[src/rtl/exwb_wb_drain_if.sv]
// EX/WB result channel: execute-side select mux (master) to writeback drain (slave).
// valid/ready: a transfer happens on a rising edge where ex_valid & ex_ready; while ex_valid is high and ex_ready is low the master holds rd/wide/data stable.
interface exwb_wb_drain_if #(
  parameter int DATA_WIDTH     = 32,
  parameter int REG_ADDR_WIDTH = 5
);
  logic                      ex_valid;
  logic                      ex_ready;
  logic [REG_ADDR_WIDTH-1:0] ex_rd;
  logic                      ex_wide;
  logic [2*DATA_WIDTH-1:0]   ex_data;

  modport master (output ex_valid, ex_rd, ex_wide, ex_data, input ex_ready);
  modport slave  (input ex_valid, ex_rd, ex_wide, ex_data, output ex_ready);
endinterface

[src/rtl/exwb_wb_drain.sv]
// Writeback drain: buffers execute results and sequences them onto the single
// register-file write port, splitting wide results; forwards in-flight results.
module exwb_wb_drain #(
  parameter int DATA_WIDTH     = 32,
  parameter int REG_ADDR_WIDTH = 5,
  parameter int DEPTH          = 2
) (
  input  logic                      clock,
  input  logic                      reset,
  exwb_wb_drain_if.slave            ex,
  input  logic                      rf_stall,
  output logic                      rf_we,
  output logic [REG_ADDR_WIDTH-1:0] rf_waddr,
  output logic [DATA_WIDTH-1:0]     rf_wdata,
  input  logic [REG_ADDR_WIDTH-1:0] q_addr,
  output logic                      q_hit,
  output logic [DATA_WIDTH-1:0]     q_data,
  output logic [31:0]               retire_count,
  output logic [1:0]                fsm_state
);
  localparam int PTR_W = $clog2(DEPTH);
  localparam logic [REG_ADDR_WIDTH-1:0] ONE = REG_ADDR_WIDTH'(1);

  typedef enum logic [1:0] {IDLE = 2'd0, LO = 2'd1, HI = 2'd2} state_t;

  state_t                    state;
  logic [REG_ADDR_WIDTH-1:0] rd_mem   [DEPTH];
  logic                      wide_mem [DEPTH];
  logic [2*DATA_WIDTH-1:0]   data_mem [DEPTH];
  logic [PTR_W:0]            wr_ptr, rd_ptr, count;
  logic [PTR_W-1:0]          head, tail, idx;
  logic                      full, push, pop, more;
  logic [REG_ADDR_WIDTH-1:0] head_rd, head_rd1;

  assign count       = wr_ptr - rd_ptr;
  assign full        = (count == (PTR_W+1)'(DEPTH));
  assign head        = rd_ptr[PTR_W-1:0];
  assign tail        = wr_ptr[PTR_W-1:0];
  assign ex.ex_ready = !full;
  assign push        = ex.ex_valid && !full;
  assign head_rd     = rd_mem[head];
  assign head_rd1    = head_rd + ONE;
  assign fsm_state   = state;
  // Entries left after this cycle's pop, counting a same-cycle push.
  assign more        = (count > (PTR_W+1)'(1)) || push;

  always_comb begin
    pop = 1'b0;
    case (state)
      LO:      pop = !rf_stall && !wide_mem[head];
      HI:      pop = !rf_stall;
      default: pop = 1'b0;
    endcase
  end

  always_ff @(posedge clock) begin
    if (push) begin
      rd_mem[tail]   <= ex.ex_rd;
      wide_mem[tail] <= ex.ex_wide;
      data_mem[tail] <= ex.ex_data;
    end
  end

  always_ff @(posedge clock or negedge reset) begin
    if (!reset) begin
      state        <= IDLE;
      wr_ptr       <= '0;
      rd_ptr       <= '0;
      retire_count <= '0;
    end else begin
      if (push) wr_ptr <= wr_ptr + (PTR_W+1)'(1);
      if (pop) begin
        rd_ptr       <= rd_ptr + (PTR_W+1)'(1);
        retire_count <= retire_count + 32'd1;
      end
      case (state)
        IDLE: if (push) state <= LO;
        LO: begin
          if (!rf_stall) begin
            if (wide_mem[head]) state <= HI;
            else                state <= more ? LO : IDLE;
          end
        end
        HI: if (!rf_stall) state <= more ? LO : IDLE;
        default: state <= IDLE;
      endcase
    end
  end

  // Write port: x0 targets consume the cycle but never assert rf_we.
  always_comb begin
    rf_we    = 1'b0;
    rf_waddr = '0;
    rf_wdata = '0;
    case (state)
      LO: begin
        rf_waddr = head_rd;
        rf_wdata = data_mem[head][DATA_WIDTH-1:0];
        rf_we    = !rf_stall && (head_rd != '0);
      end
      HI: begin
        rf_waddr = head_rd1;
        rf_wdata = data_mem[head][2*DATA_WIDTH-1:DATA_WIDTH];
        rf_we    = !rf_stall && (head_rd1 != '0);
      end
      default: ;
    endcase
  end

  // Walk oldest to youngest so the youngest match overwrites older ones.
  always_comb begin
    q_hit  = 1'b0;
    q_data = '0;
    idx    = '0;
    for (int k = 0; k < DEPTH; k++) begin
      idx = head + PTR_W'(k);
      if ((int'(count) > k) && (q_addr != '0)) begin
        if (rd_mem[idx] == q_addr) begin
          q_hit  = 1'b1;
          q_data = data_mem[idx][DATA_WIDTH-1:0];
        end
        if (wide_mem[idx] && ((rd_mem[idx] + ONE) == q_addr)) begin
          q_hit  = 1'b1;
          q_data = data_mem[idx][2*DATA_WIDTH-1:DATA_WIDTH];
        end
      end
    end
  end
endmodule

[src/flat_wrapper.sv]
// flat-port wrapper written by rule: the top's interface ports become plain ports
module exwb_wb_drain_flat 
#(
  parameter int DATA_WIDTH     = 32,
  parameter int REG_ADDR_WIDTH = 5,
  parameter int DEPTH          = 2
)
  (clock, reset, rf_stall, rf_we, rf_waddr, rf_wdata, q_addr, q_hit, q_data, retire_count, fsm_state, ex_ex_valid, ex_ex_rd, ex_ex_wide, ex_ex_data, ex_ex_ready);
  exwb_wb_drain_if #(.DATA_WIDTH(DATA_WIDTH), .REG_ADDR_WIDTH(REG_ADDR_WIDTH)) ex_i ();
  input  logic clock;
  input  logic reset;
  input  logic rf_stall;
  output logic rf_we;
  output logic [REG_ADDR_WIDTH-1:0] rf_waddr;
  output logic [DATA_WIDTH-1:0] rf_wdata;
  input  logic [REG_ADDR_WIDTH-1:0] q_addr;
  output logic q_hit;
  output logic [DATA_WIDTH-1:0] q_data;
  output logic [31:0] retire_count;
  output logic [1:0] fsm_state;
  input wire logic [$bits(ex_i.ex_valid)-1:0] ex_ex_valid;
  input wire logic [$bits(ex_i.ex_rd)-1:0] ex_ex_rd;
  input wire logic [$bits(ex_i.ex_wide)-1:0] ex_ex_wide;
  input wire logic [$bits(ex_i.ex_data)-1:0] ex_ex_data;
  output wire logic [$bits(ex_i.ex_ready)-1:0] ex_ex_ready;
  assign ex_i.ex_valid = ex_ex_valid;
  assign ex_i.ex_rd = ex_ex_rd;
  assign ex_i.ex_wide = ex_ex_wide;
  assign ex_i.ex_data = ex_ex_data;
  assign ex_ex_ready = ex_i.ex_ready;
  exwb_wb_drain #(.DATA_WIDTH(DATA_WIDTH), .REG_ADDR_WIDTH(REG_ADDR_WIDTH), .DEPTH(DEPTH)) u_core (.clock(clock), .reset(reset), .ex(ex_i), .rf_stall(rf_stall), .rf_we(rf_we), .rf_waddr(rf_waddr), .rf_wdata(rf_wdata), .q_addr(q_addr), .q_hit(q_hit), .q_data(q_data), .retire_count(retire_count), .fsm_state(fsm_state));
endmodule
[config.mk]
export PLATFORM = sky130hd
export DESIGN_NAME = exwb_wb_drain_flat
export DESIGN_NICKNAME = d
export VERILOG_FILES = /design/src/rtl/exwb_wb_drain_if.sv /design/src/rtl/exwb_wb_drain.sv /design/src/flat_wrapper.sv
export SDC_FILE = /design/constraint.sdc
export NUM_CORES = 1
export LEC_CHECK = 0
export CORE_ASPECT_RATIO = 1.75
export CORE_UTILIZATION = 30
export CTS_BUF_LIST = sky130_fd_sc_hd__clkbuf_4 sky130_fd_sc_hd__clkbuf_8
export DETAILED_ROUTE_END_ITERATION = 12
export SLEW_MARGIN = 5
export SYNTH_ARGS = -nofsm -noshare
export SYNTH_HDL_FRONTEND = slang
export SYNTH_SLANG_ARGS = --single-unit
[constraint.sdc]
create_clock -name clock -period 8.83 [get_ports clock]
set_input_delay 1.766 -clock clock [delete_from_list [all_inputs] [get_ports clock]]
set_output_delay 1.766 -clock clock [all_outputs]
set_load 0.005 [all_outputs]
==> reports/summary.txt <==
RSZ-0062 raised after global routing: false
Initial cell density of the core: 30.7%
M2 GR Usage: 31.6%
Post-cts repair resize count: 0
# nets final: 1021
Syn. warnings: 0
Lkg Pwr: 4.46 nW
Via/cell ratio: 5.22
Gr usage total: 17.4%
Count of unresolved DRC violations after routing: 0
Area of the core: 0.0309 mm2
Startpoint types: register
Gr busiest metal: met2
CP bufs+invs: 3
Required time of the worst setup path: 7.06 ns
Worst-path cell chain: mux2i_1 -> inv_1 -> ha_1 -> xnor3_1 -> nor4_4 -> buf_4 -> nand3_1 -> a22o_1 -> a21oi_1 -> clkdlybuf4s50_1
Post-synthesis instance total: 765
Worst slew pin tran: 1.08 ns
Cell with the biggest individual delay on the critical path: dfrtp_4
Maximum fanout count along the critical path: 56
Total overflow reported by the global router: 0
Largest net degree at the start of global routing: 72
Portion of the post-synthesis area used by sequential elements: 54.3%
Number of filler cells placed in the layout: 2946
Die width: 136 um
DR pass1 iterations: 5
Wire length per cell after detailed routing: 20.5 um
CP Capture Type: output port
Clock transition time at the flip-flop clock pins of the worst setup and hold paths: 0.09 ns
Final cycle utilization of the critical path: 81.9%
TritonCTS sink count: 178
Top post-synthesis cells by area: edfxtp_1 44%, mux2i_1 12%, dfrtp_1 10%, o22ai_1 4.0%, xnor2_1 3.6%
Net count of the mapped netlist: 854
Hold buffer count at CTS: 0
Total power after layout: 4.12 mW
Number of buffers inserted to repair setup after CTS: 0
Result of the run: completed
Post-synthesis instance area: 0.00949 mm2
Drt first-iter violations: 291
Number of synthesized flops with an enable pin: 140
IO buf count: 184
CTS tree: yes
Setup violations, final: 0
Final setup TNS: 0 ns
Top-area cell type share of the netlist area: 44.3%
Count of max-cap constraint violations: 0
Distinct cells, synth: 53
GR met3 Demand/Resource: 4.76%
Root cell of the clock tree: clkbuf_8
Antenna Violating Nets Remaining: 0
Rows: 85
Maximum vdd drop: 252 uV
Area added between synthesis and finish: 28.9%
Met1 usage in global routing: 17.7%
Number of global-route vias before repair: 7361
Top Family by Delay on Critical Path: buffers and inverters
F_max: 138 MHz
CP Data Arrival Time: 5.47 ns
Post-Syn Area per Cell: 12.4 um2
Synth Register Bits: 178
H-tree depth reported by CTS: 4
Post-Place Cells: 1304
Worst clock skew on the final layout: 0.0113 ns
DP HPWL: 18200 um
Top FF cell, synth: edfxtp_1
Largest area contributor in the synthesized netlist: edfxtp_1
Post-Layout Cell Count: 1338
Power density cells: 337 mW/mm2
Area occupied by multi-input gates: 0.00409 mm2
CTS Buf Count: 17
Number of top-level design ports: 185
Share of synthesized flip-flops with an asynchronous set or reset: 21.3%
Hold WC Path Type: reg2reg
Number of max-slew violations in the final report: 0
Total routed wirelength: 27500 um
Number of antenna violations at the first check in global routing: 3
First-pass GRT wire length: 41100 um
Largest stage delay on the critical path: 1.01 ns
Final hold vios: 0
Area of the die: 0.0324 mm2
Clk_lat worst skew: 0.50 ns
Worst-case clock buffer depth: 2
Relative slew margins: 27.8%
Final min period: 7.23 ns
Reg area: 0.00516 mm2
Layout cells sized above 1: 9.21%
GPL Wtd Cong: 0.807
Via count: 6978
Crit Path Category: reg2out
Final design utilization: 39.5%
Die H: 237 um
metal layers:
| metal | up-vias | share of wire, % |
|---|---|---|
| met4 | 4 | 3.4 |
| li1 | 3233 | - |
| met2 | 244 | 53 |
| met3 | 46 | 6.1 |
| met1 | 3451 | 38 |
| met5 | - | 0.091 |
layout by cell type (no fill, tap or decap), types with 32 or more instances in the layout:
| master | count |
|---|---|
| dfrtp_1 | 37 |
| and2_1 | 38 |
| a22o_1 | 33 |
| mux2i_1 | 118 |
| nand4_1 | 32 |
| o22ai_1 | 60 |
| edfxtp_1 | 140 |
| o21ai_0 | 39 |
| nand2_1 | 40 |
| clkdlybuf4s50_1 | 184 |
| xnor2_1 | 37 |
state kept, by name, summed over array words and instances (netlist names):
| signal | cells |
|---|---|
| u_core.fsm_state | 2 |
| u_core.wide_mem | 2 |
| u_core.retire_count | 32 |
| u_core.data_mem | 128 |
| u_core.rd_mem | 10 |
| u_core.wr_ptr | 2 |
| u_core.rd_ptr | 2 |
where the power goes:
group          internal (mW)  switching (mW)  leakage, nW  total [mW]
sequential              1.20           0.172         1.80        1.37
combinational          0.871            1.21         2.42        2.08
clock                  0.385           0.293        0.250       0.678
total                   2.45            1.67         4.46        4.12
worst register-to-register path: stages (launching register included):
cell     delay, ns
dfrtp_4       1.01
buf_4         0.74
ha_1          0.30
xnor2_1       0.13
xnor2_1       0.14
nand2_1       0.11
nand2_1       0.20
nor2_4        0.69
buf_4         0.74
metrics by stage:
stage / worst slack, ns / instance area [um2] / hold slack, ns
2_1_floorplan: 3.48 / 9490 / 0.462
3_3_place_gp: 1.85 / 11700 / 0.462
3_5_place_dp: 1.85 / 11700 / 0.458
4_1_cts: 1.53 / 12200 / 0.478
5_1_grt: 1.32 / 12200 / 0.519
6_report: 1.60 / 12200 / 0.477
worst paths after layout:
| kind | to | cells past startpoint | start | slack [ns] |
|---|---|---|---|---|
| worst max-delay path | q_hit | 10 | u_core.rd_ptr[0] | 1.60 |
| worst min-delay path | u_core.retire_count[31] | 1 | u_core.retire_count[31] | 0.48 |
| worst max register to register | u_core.data_mem[0][18] | 8 | u_core.rd_ptr[0] | 4.37 |
| worst min register to register | u_core.retire_count[31] | 1 | u_core.retire_count[31] | 0.48 |
| max in group asynchronous | u_core.rd_ptr[0] | 2 | reset | 6.74 |
| min in group asynchronous | u_core.retire_count[21] | 2 | reset | 1.69 |
synth_stat cells, drive strengths merged (12+ instances only):
cell	instances
xnor2	40
mux2	21
xor2	17
inv	14
and2	38
o21ai	41
a22o	33
mux2i	123
nor2	17
edfxtp	140
nand4	32
clkbuf	25
nand3	12
dfrtp	38
nand2	40
o22ai	60
buf	26
kinds of logic (layout without fill, tap and decap cells):
group	count (synthesis)	in the layout	share of synthesized area, %
flops	178	178	54.3
simple gates	161	161	9.34
compound gates	148	148	10.4
mux	144	144	15.7
buf+inv	66	246	3.31
xor+xnor	58	58	5.57
fa+ha+maj	10	10	1.32
other cells	0	2	0
layout make-up:
class                      count  share of cell area [%]
antenna                        2                  0.0409
clock buffer                  22                    2.27
clock inverter                10                    1.69
inverter                      15                   0.460
multi-input combinational    521                    33.4
sequential                   178                    42.2
tap                          391                    4.00
timing repair buffer         199                    16.0
No activity file was read; power rests on OpenSTA's default activity.
